**config.mk**
```make
export PLATFORM = sky130hd
export DESIGN_NAME = conv3x3_bin_layer_flat
export DESIGN_NICKNAME = d
export VERILOG_FILES = /design/src/rtl/conv3x3_bin_layer_if.sv /design/src/rtl/conv3x3_bin_layer.sv /design/src/flat_wrapper.sv
export SDC_FILE = /design/constraint.sdc
export NUM_CORES = 2
export LEC_CHECK = 0
export ABC_AREA = 1
export CORE_MARGIN = 2
export CORE_UTILIZATION = 30
export CTS_BUF_LIST = sky130_fd_sc_hd__clkbuf_4
export DETAILED_ROUTE_END_ITERATION = 16
export HOLD_SLACK_MARGIN = 0.05
export PLACE_DENSITY = 0.49
export SYNTH_ARGS = -nofsm -noshare
export SYNTH_HDL_FRONTEND = slang
export SYNTH_SLANG_ARGS = --single-unit
```
**constraint.sdc**
```tcl
create_clock -name clk -period 5.89 [get_ports clk]
set_input_delay 1.178 -clock clk [delete_from_list [all_inputs] [get_ports clk]]
set_output_delay 1.178 -clock clk [all_outputs]
set_load 0.01 [all_outputs]
```
**src/rtl/conv3x3_bin_layer_if.sv**
```systemverilog
// ---------------------------------------------------------------------------
// conv3x3_bin_layer_if
// Pixel-stream / binarised-result bundle for conv3x3_bin_layer.
//   valid_in   : pixel_in valid this cycle (no backpressure)
//   sof_in     : start of frame, qualified by valid_in
//   pixel_in   : unsigned pixel, raster order
//   conv_out   : one thresholded bit per channel
//   valid_out  : conv_out valid
//   frame_done : pulse with the last valid_out of a frame
//   acc_out    : raw per-channel signed sums, channel c at [c*ACC_W +: ACC_W]
//                (present only when CONV3X3_ACC_OUT_EN is defined)
// Modports: master = stream source / result sink, slave = the layer.
// ---------------------------------------------------------------------------
interface conv3x3_bin_layer_if #(
  parameter int DATA_W = 8,
  parameter int CH     = 8,
  parameter int ACC_W  = DATA_W + 5
);
  logic              valid_in;
  logic              sof_in;
  logic [DATA_W-1:0] pixel_in;
  logic [CH-1:0]     conv_out;
  logic              valid_out;
  logic              frame_done;
`ifdef CONV3X3_ACC_OUT_EN
  logic [CH*ACC_W-1:0] acc_out;

  modport master (
    output valid_in, sof_in, pixel_in,
    input  conv_out, valid_out, frame_done, acc_out
  );
  modport slave (
    input  valid_in, sof_in, pixel_in,
    output conv_out, valid_out, frame_done, acc_out
  );
`else
  modport master (
    output valid_in, sof_in, pixel_in,
    input  conv_out, valid_out, frame_done
  );
  modport slave (
    input  valid_in, sof_in, pixel_in,
    output conv_out, valid_out, frame_done
  );
`endif
endinterface

```
**src/rtl/conv3x3_bin_layer.sv**
```systemverilog
// ---------------------------------------------------------------------------
// conv3x3_bin_layer
// 3x3 valid-padding convolution with +/-1 weights and per-channel threshold,
// producing one bit per output channel. Raster pixel stream in, windows
// formed with two line buffers and a 3x3 window register.
//
// Ports:
//   clk     : clock, rising edge
//   rst_n   : synchronous active-low reset (control and outputs only)
//   bus     : conv3x3_bin_layer_if.slave (pixel stream in, results out)
//   weights : bit [c*9+k], 1 = +1, 0 = -1, k row-major, k=0 top-left
//   thresh  : signed threshold for channel c at [c*ACC_W +: ACC_W]
//
// Latency: a window completed by the pixel accepted at edge n shows on
// valid_out after edge n+2.
//
// Optional build macro: CONV3X3_ACC_OUT_EN adds bus.acc_out carrying the
// raw channel sums registered alongside conv_out.
// ---------------------------------------------------------------------------
module conv3x3_bin_layer #(
  parameter int WIDTH  = 28,
  parameter int HEIGHT = 28,
  parameter int DATA_W = 8,
  parameter int CH     = 8,
  parameter int ACC_W  = DATA_W + 5
) (
  input  logic                  clk,
  input  logic                  rst_n,
  conv3x3_bin_layer_if.slave    bus,
  input  logic [CH*9-1:0]       weights,
  input  logic [CH*ACC_W-1:0]   thresh
);

  localparam int COL_W = $clog2(WIDTH);
  localparam int ROW_W = $clog2(HEIGHT);

  function automatic logic signed [ACC_W-1:0] tap_term(
    input logic [DATA_W-1:0] pix,
    input logic              w
  );
    logic signed [ACC_W-1:0] ext;
    ext = signed'({{(ACC_W-DATA_W){1'b0}}, pix});
    return w ? ext : -ext;
  endfunction

  logic [COL_W-1:0] col;
  logic [ROW_W-1:0] row;
  logic [COL_W-1:0] eff_col;
  logic [ROW_W-1:0] eff_row;
  logic             col_last;
  logic             row_last;
  logic             accept;
  logic             win_done;

  logic [DATA_W-1:0] line1 [WIDTH];
  logic [DATA_W-1:0] line2 [WIDTH];
  logic [DATA_W-1:0] win_p0 [3][3];
  logic              vld_p0;
  logic              last_p0;

  logic signed [ACC_W-1:0] sum_nxt [CH];
  logic signed [ACC_W-1:0] sum_p1  [CH];
  logic                    vld_p1;
  logic                    last_p1;
  logic [CH-1:0]           conv_nxt;

  // sof_in forces the accepted pixel to (0,0); counters continue from there.
  assign accept   = bus.valid_in;
  assign eff_col  = bus.sof_in ? '0 : col;
  assign eff_row  = bus.sof_in ? '0 : row;
  assign col_last = (eff_col == COL_W'(WIDTH - 1));
  assign row_last = (eff_row == ROW_W'(HEIGHT - 1));
  // col>=2 keeps every window inside one row, so no window spans a wrap.
  assign win_done = accept && (eff_row >= ROW_W'(2)) && (eff_col >= COL_W'(2));

  always_ff @(posedge clk) begin
    if (!rst_n) begin
      col <= '0;
      row <= '0;
    end else if (accept) begin
      if (col_last) begin
        col <= '0;
        row <= row_last ? '0 : eff_row + ROW_W'(1);
      end else begin
        col <= eff_col + COL_W'(1);
        row <= eff_row;
      end
    end
  end

  // ---- stage p0: line buffers and window register, shifted only on accept
  // line1 tail = same column one row up, line2 tail = two rows up.
  always_ff @(posedge clk) begin
    if (accept) begin
      line1[0] <= bus.pixel_in;
      line2[0] <= line1[WIDTH-1];
      for (int i = 1; i < WIDTH; i++) begin
        line1[i] <= line1[i-1];
        line2[i] <= line2[i-1];
      end
      for (int r = 0; r < 3; r++) begin
        win_p0[r][0] <= win_p0[r][1];
        win_p0[r][1] <= win_p0[r][2];
      end
      win_p0[0][2] <= line2[WIDTH-1];
      win_p0[1][2] <= line1[WIDTH-1];
      win_p0[2][2] <= bus.pixel_in;
    end
  end

  always_ff @(posedge clk) begin
    if (!rst_n) begin
      vld_p0  <= 1'b0;
      last_p0 <= 1'b0;
    end else begin
      vld_p0  <= win_done;
      last_p0 <= win_done && row_last && col_last;
    end
  end

  always_comb begin
    for (int c = 0; c < CH; c++) begin
      sum_nxt[c] = '0;
    end
    for (int c = 0; c < CH; c++) begin
      for (int k = 0; k < 9; k++) begin
        sum_nxt[c] = sum_nxt[c] + tap_term(win_p0[k/3][k%3], weights[c*9+k]);
      end
    end
  end

  // ---- stage p1: channel sums registered
  always_ff @(posedge clk) begin
    for (int c = 0; c < CH; c++) begin
      sum_p1[c] <= sum_nxt[c];
    end
  end

  always_ff @(posedge clk) begin
    if (!rst_n) begin
      vld_p1  <= 1'b0;
      last_p1 <= 1'b0;
    end else begin
      vld_p1  <= vld_p0;
      last_p1 <= vld_p0 && last_p0;
    end
  end

  always_comb begin
    conv_nxt = '0;
    for (int c = 0; c < CH; c++) begin
      conv_nxt[c] = (sum_p1[c] >= $signed(thresh[c*ACC_W +: ACC_W]));
    end
  end

`ifdef CONV3X3_ACC_OUT_EN
  logic [CH*ACC_W-1:0] acc_nxt;

  always_comb begin
    acc_nxt = '0;
    for (int c = 0; c < CH; c++) begin
      acc_nxt[c*ACC_W +: ACC_W] = sum_p1[c];
    end
  end
`endif

  // ---- stage p2: thresholded bits and flags; results hold when not valid
  always_ff @(posedge clk) begin
    if (!rst_n) begin
      bus.conv_out   <= '0;
      bus.valid_out  <= 1'b0;
      bus.frame_done <= 1'b0;
`ifdef CONV3X3_ACC_OUT_EN
      bus.acc_out    <= '0;
`endif
    end else begin
      bus.valid_out  <= vld_p1;
      bus.frame_done <= vld_p1 && last_p1;
      if (vld_p1) begin
        bus.conv_out <= conv_nxt;
`ifdef CONV3X3_ACC_OUT_EN
        bus.acc_out  <= acc_nxt;
`endif
      end
    end
  end

endmodule
```
**src/flat_wrapper.sv**
```systemverilog
// flat-port wrapper written by rule: the top's interface ports become plain ports
module conv3x3_bin_layer_flat 
#(
  parameter int WIDTH  = 28,
  parameter int HEIGHT = 28,
  parameter int DATA_W = 8,
  parameter int CH     = 8,
  parameter int ACC_W  = DATA_W + 5
)
  (clk, rst_n, weights, thresh, bus_valid_in, bus_sof_in, bus_pixel_in, bus_conv_out, bus_valid_out, bus_frame_done);
  conv3x3_bin_layer_if #(.DATA_W(DATA_W), .CH(CH), .ACC_W(ACC_W)) bus_i ();
  input  logic clk;
  input  logic rst_n;
  input  logic [CH*9-1:0] weights;
  input  logic [CH*ACC_W-1:0] thresh;
  input wire logic [$bits(bus_i.valid_in)-1:0] bus_valid_in;
  input wire logic [$bits(bus_i.sof_in)-1:0] bus_sof_in;
  input wire logic [$bits(bus_i.pixel_in)-1:0] bus_pixel_in;
  output wire logic [$bits(bus_i.conv_out)-1:0] bus_conv_out;
  output wire logic [$bits(bus_i.valid_out)-1:0] bus_valid_out;
  output wire logic [$bits(bus_i.frame_done)-1:0] bus_frame_done;
  assign bus_i.valid_in = bus_valid_in;
  assign bus_i.sof_in = bus_sof_in;
  assign bus_i.pixel_in = bus_pixel_in;
  assign bus_conv_out = bus_i.conv_out;
  assign bus_valid_out = bus_i.valid_out;
  assign bus_frame_done = bus_i.frame_done;
  conv3x3_bin_layer #(.WIDTH(WIDTH), .HEIGHT(HEIGHT), .DATA_W(DATA_W), .CH(CH), .ACC_W(ACC_W)) u_core (.clk(clk), .rst_n(rst_n), .bus(bus_i), .weights(weights), .thresh(thresh));
endmodule
```
## Word-level counts from Yosys, hierarchy flattened

Memory sizes are Yosys's and may differ from the RTL's.
Index checks and enable logic that the tools add are counted.

| word-level totals | value |
|---|---|
| bits in writable memories | 624 |
| register bits | 24 |
| memories | 4 |
| output and inout port bits | 10 |

Memories:

| memory | depth | width | rd ports | clocked after memory_dff | wr ports | line | source |
|---|---|---|---|---|---|---|---|
| u_core.line1 | 28 | 8 | 28 | 0 | 28 | conv3x3_bin_layer.sv:55 | `logic [DATA_W-1:0] line1 [WIDTH];` |
| u_core.line2 | 28 | 8 | 28 | 0 | 28 | conv3x3_bin_layer.sv:56 | `logic [DATA_W-1:0] line2 [WIDTH];` |
| u_core.sum_p1 | 8 | 13 | 8 | 0 | 8 | conv3x3_bin_layer.sv:62 | `logic signed [ACC_W-1:0] sum_p1 [CH];` |
| u_core.win_p0 | 3 | 24 | 3 | 0 | 3 | conv3x3_bin_layer.sv:57 | `logic [DATA_W-1:0] win_p0 [3][3];` |

| cells by class | value |
|---|---|
| add/sub/neg operators | 75 |
| reductions and logical operators | 6 |
| order comparisons | 10 |
| equal/unequal tests | 2 |
| mux-type cells | 79 |

Operator list:

| kind | number |
|---|---|
| 13-bit two-way mux | 72 |
| 13-bit adder | 64 |
| 8-bit negator with 13-bit output | 9 |
| 13-bit >= comparator | 8 |
| 5-bit two-way mux | 5 |
| 5-bit by 1-bit adder with 5-bit output, second input constant | 2 |
| 5-bit == test, second input constant | 2 |
| 5-bit by 2-bit >= comparator with 1-bit output, second input constant | 2 |
| 1-bit logical AND | 6 |
| 1-bit two-way mux | 2 |

## Logic depth before layout (Yosys ltp)

| logic depth | value |
|---|---|
| word-level depth | 10 |
| mapped depth | 28 |
| mapped depth without buffers | 27 |

## Worst setup path after synthesis

OpenSTA, ideal clock, no wires.

| timing path | value |
|---|---|
| kind | input to register |
| start | in weights[3] |
| end | mem u_core.sum_p1[0][10] in the netlist's numbering |
| arrival time | 5166 ps |
| data required time | 5818 ps |
| cell stages on the path | 16 |
| slack | 652 ps |
| path through | clkbuf_1 -> clkinv_1 -> nand2_1 -> o21ai_0 -> fa_1 -> inv_1 -> fa_1 -> fa_1 -> fa_1 -> ha_1 -> inv_1 -> fa_1 -> nor3_1 -> nor2_1 -> o21ai_0 -> xor2_1 |

RTL lines:

| item | line | source |
|---|---|---|
| from (decl) | flat_wrapper.sv:14 | `input logic [CH*9-1:0] weights;` |
| to (decl) | conv3x3_bin_layer.sv:62 |  |

==> reports/metrics.yaml <==
outcome:
  status: "finished clean"
worst_setup_path:
  rrSetupSlack_ns: 0.20
  cp_cell_sequence: "inv_2, ha_1, xor2_2, buf_4, nand2_1, o21ai_0, fa_1, inv_1, fa_1, fa_1, fa_1, ha_1, inv_1, fa_1, inv_1, buf_4, nand3_1, nand3_1, nand3b_1, nand2_1"
  critPathBufInv: 6
  r2r_start: "u_core.win_p0[0][9]$_DFFE_PP_"
  crit_path_end_kind: "flop"
  crit_family: "adder cells"
  crit_type: "reg2reg"
  slowest_stage: "edfxtp_1"
  worst_setup_path_start_kind: "flop"
  worstReg2RegEnd: "u_core.sum_p1[0][38]$_DFF_P_"
  crit_fanout: 7
  worstPathRequired_ns: 6.94
  arrival_ns: 6.74
  cpPeakStageDelay_ns: 0.53
  cp_common_cell: "fa_1"
  worst_r2r_path_depth: 20
synthesis:
  yosys_warnings: 0
  ys_ff_latch: 593
  syn-num-nets: 6105
  syn_area_sq_um: 47700
  ys_types: 49
  postSynthAreaPerCell_sq_um: 9.37
  ys_seq_area_share_pct: 34.8
  async_flop_share_pct: 0
  synth_edf_count: 472
  syn_inst: 5091
  ys_dominant_reg_cell: "edfxtp_1"
final_layout:
  area_growth_pct: 23.1
  finalNonFillerCells: 8123
  final_util_pct: 37.1
  drive_above_1_share_pct: 14.8
  layout.cells.most_common: "inv_1"
  layout.nets: 6914
  final_cell_area_sq_um: 58700
  final_cell_mix: "inv_1 (1159), nand2_1 (1012), fa_1 (619)"
power:
  power.density_nw_per_um2: 594
  p_leak_nw: 27.7
  fin_total_pwr_mw: 34.9
  ir_drop_mv: 0.490
clock_network:
  cts_resized: 0
  clockBufferDepth: 3
  clk_pin_slew_ns: 0.07
  cts-hold-fix-buffers: 0
  cts.sinks: 593
  post_cts_buffers: 0
  clockRootBuffer: "clkbuf_4"
  insertion_delay_ns: 1.17
  cts_max_level: 4
  cts_buffers: 162
  cts_tree: "built"
sta:
  layout_min_cycle_time_ns: 5.69
  final-setup-viol-count: 0
  period_share_pct: 96.7
  drv_slew: 0
  rsz0062_at_grt: "false"
  max_freq_ghz: 0.176
  fin_ws_ns: 0.197
  worstMarginPinSlew_ns: 1.28
  clock_skew_ns: 0.123
  setup_tns_ns: 0
  hold_violations: 0
  hold_ws_ns: 0.353
  relSlewSlack_pct: 14.4
floorplanning:
  io_pins: 198
  die_area_sq_um: 162000
  rows: 146
  dieWidth_microns: 403
  start_util_pct: 30.2
  die_h_microns: 403
  core_sq_um: 158000
placed_design:
  dp.cells: 7808
  place_ws_ns: -0.148
  place_area_sq_um: 56500
  gp_congestion: 1.10
  port_buffers: 197
  dpl.hpwl_microns: 149000
routing:
  ant_nets: 0
  dr_total_vias: 38058
  drcViolationCount: 0
  drt_iter0_markers: 3746
  routed_via_density: 4.69
  firstDrtPassIters: 7
  wl_microns: 189000
  wl_per_cell_microns: 23.2
global_routing:
  grt_pass1_wl_microns: 266000
  grt_util_met1_pct: 29.7
  grt_max_degree: 143
  overflow: 0
  busiest_layer: "met2"
  use_met3_pct: 9.01
  grtUsageMet2_pct: 34.2
  grt_pass1_vias: 38345
  grt.total_usage_pct: 23.3
  antenna_found_initial: 33
hold_path:
  min_to: "u_core.line2[0][4]$_DFFE_PP_"
  hold_path.class: "reg2reg"
  hp-start: "u_core.line1[1][92]$_DFFE_PP_"
  hold_depth: 0
run:
  drv_cap: 0
[worst register-to-register path, stage by stage, from the launching register on]
cell and delay, ns:
edfxtp_1 0.53, inv_2 0.31, ha_1 0.31, xor2_2 0.51
buf_4 0.33, nand2_1 0.07, o21ai_0 0.11, fa_1 0.46
inv_1 0.16, fa_1 0.48, fa_1 0.51, fa_1 0.51
ha_1 0.20, inv_1 0.09, fa_1 0.47, inv_1 0.10
buf_4 0.11, nand3_1 0.07, nand3_1 0.12, nand3b_1 0.12
nand2_1 0.05
[report_power, final]
part           total [mW]  switching, mW  internal (mW)  leakage (nW)
Combinational        25.4           13.4           12.0          20.9
Sequential           5.71          0.232           5.48          5.63
Clock                3.76           1.86           1.90          1.23
[logic make-up (layout without fill, tap and decap cells)]
| logic type | after synthesis | count (layout) | synth area share (%) |
|---|---|---|---|
| AOI/OAI and AO/OA | 676 | 676 | 7.29 |
| xor gates and xnor gates | 150 | 150 | 2.82 |
| adders and majority gates | 826 | 826 | 31.4 |
| buffers and inverters | 1325 | 2251 | 10.6 |
| DFF | 593 | 593 | 34.8 |
| other | 0 | 34 | 0 |
| and+or+nand+nor | 1521 | 1521 | 13.1 |
[sequential cells by signal (all words and copies together), names as in the netlist]
signal	flops
u_core.vld_p1	1
u_core.last_p0	1
u_core.bus.valid_out	1
u_core.sum_p1	97
u_core.vld_p0	1
u_core.bus.frame_done	1
u_core.line1	224
u_core.row	5
u_core.bus.conv_out	8
u_core.col	5
u_core.win_p0	24
u_core.last_p1	1
u_core.line2	224
[cells in the mapped netlist, types with 4 or more instances]
cell type,number,share of area (%)
nand4_1,15,0.20
buf_1,7,0.055
ha_1,207,5.4
xor2_1,99,1.8
nand3b_1,22,0.35
edfxtp_1,472,30
clkinv_1,26,0.20
clkbuf_1,88,0.69
o2111ai_1,4,0.073
nand3_1,138,1.4
inv_2,5,0.039
dfxtp_1,121,5.1
buf_4,7,0.11
nor3_1,18,0.19
a21o_1,6,0.094
a31oi_1,6,0.079
a21boi_0,7,0.11
nand2_1,1012,8.0
fa_1,619,26
nor2_1,287,2.3
nor3_4,10,0.34
a21oi_1,100,1.0
buf_2,29,0.30
o21bai_1,8,0.13
xnor2_1,47,0.86
inv_1,1159,9.1
o21ai_0,535,5.6
[per-layer routing]
| layer | up-vias | wire length (microns) |
|---|---|---|
| met3 | 475 | 21000 |
| met1 | 18296 | 76800 |
| met2 | 1811 | 80200 |
| met4 | 22 | 10400 |
| met5 | - | 214 |
| li1 | 17454 | - |
[layout make-up]
| cell class | instances | area, sq um |
|---|---|---|
| sequential | 593 | 16600 |
| inverter | 1190 | 4470 |
| timing repair buffer | 780 | 6690 |
| multi-input combinational | 3173 | 26200 |
| tap | 2072 | 2590 |
| antenna | 34 | 85.1 |
| fill | 16169 | 99500 |
| clock buffer | 227 | 1700 |
| clock inverter | 54 | 375 |
[how the worst max path moves through the flow]
stage	from	endpoint	cells past startpoint
2_1_floorplan	weights[3]	u_core.sum_p1[0][10]$_DFF_P_	16
3_3_place_gp	weights[1]	u_core.sum_p1[0][11]$_DFF_P_	18
3_5_place_dp	weights[1]	u_core.sum_p1[0][11]$_DFF_P_	18
4_1_cts	u_core.line2[0][17]$_DFFE_PP_	u_core.sum_p1[0][11]$_DFF_P_	23
5_1_grt	u_core.win_p0[0][16]$_DFFE_PP_	u_core.sum_p1[0][11]$_DFF_P_	23
6_report	u_core.win_p0[0][9]$_DFFE_PP_	u_core.sum_p1[0][38]$_DFF_P_	20
No activity file was read; power rests on OpenSTA's default activity.
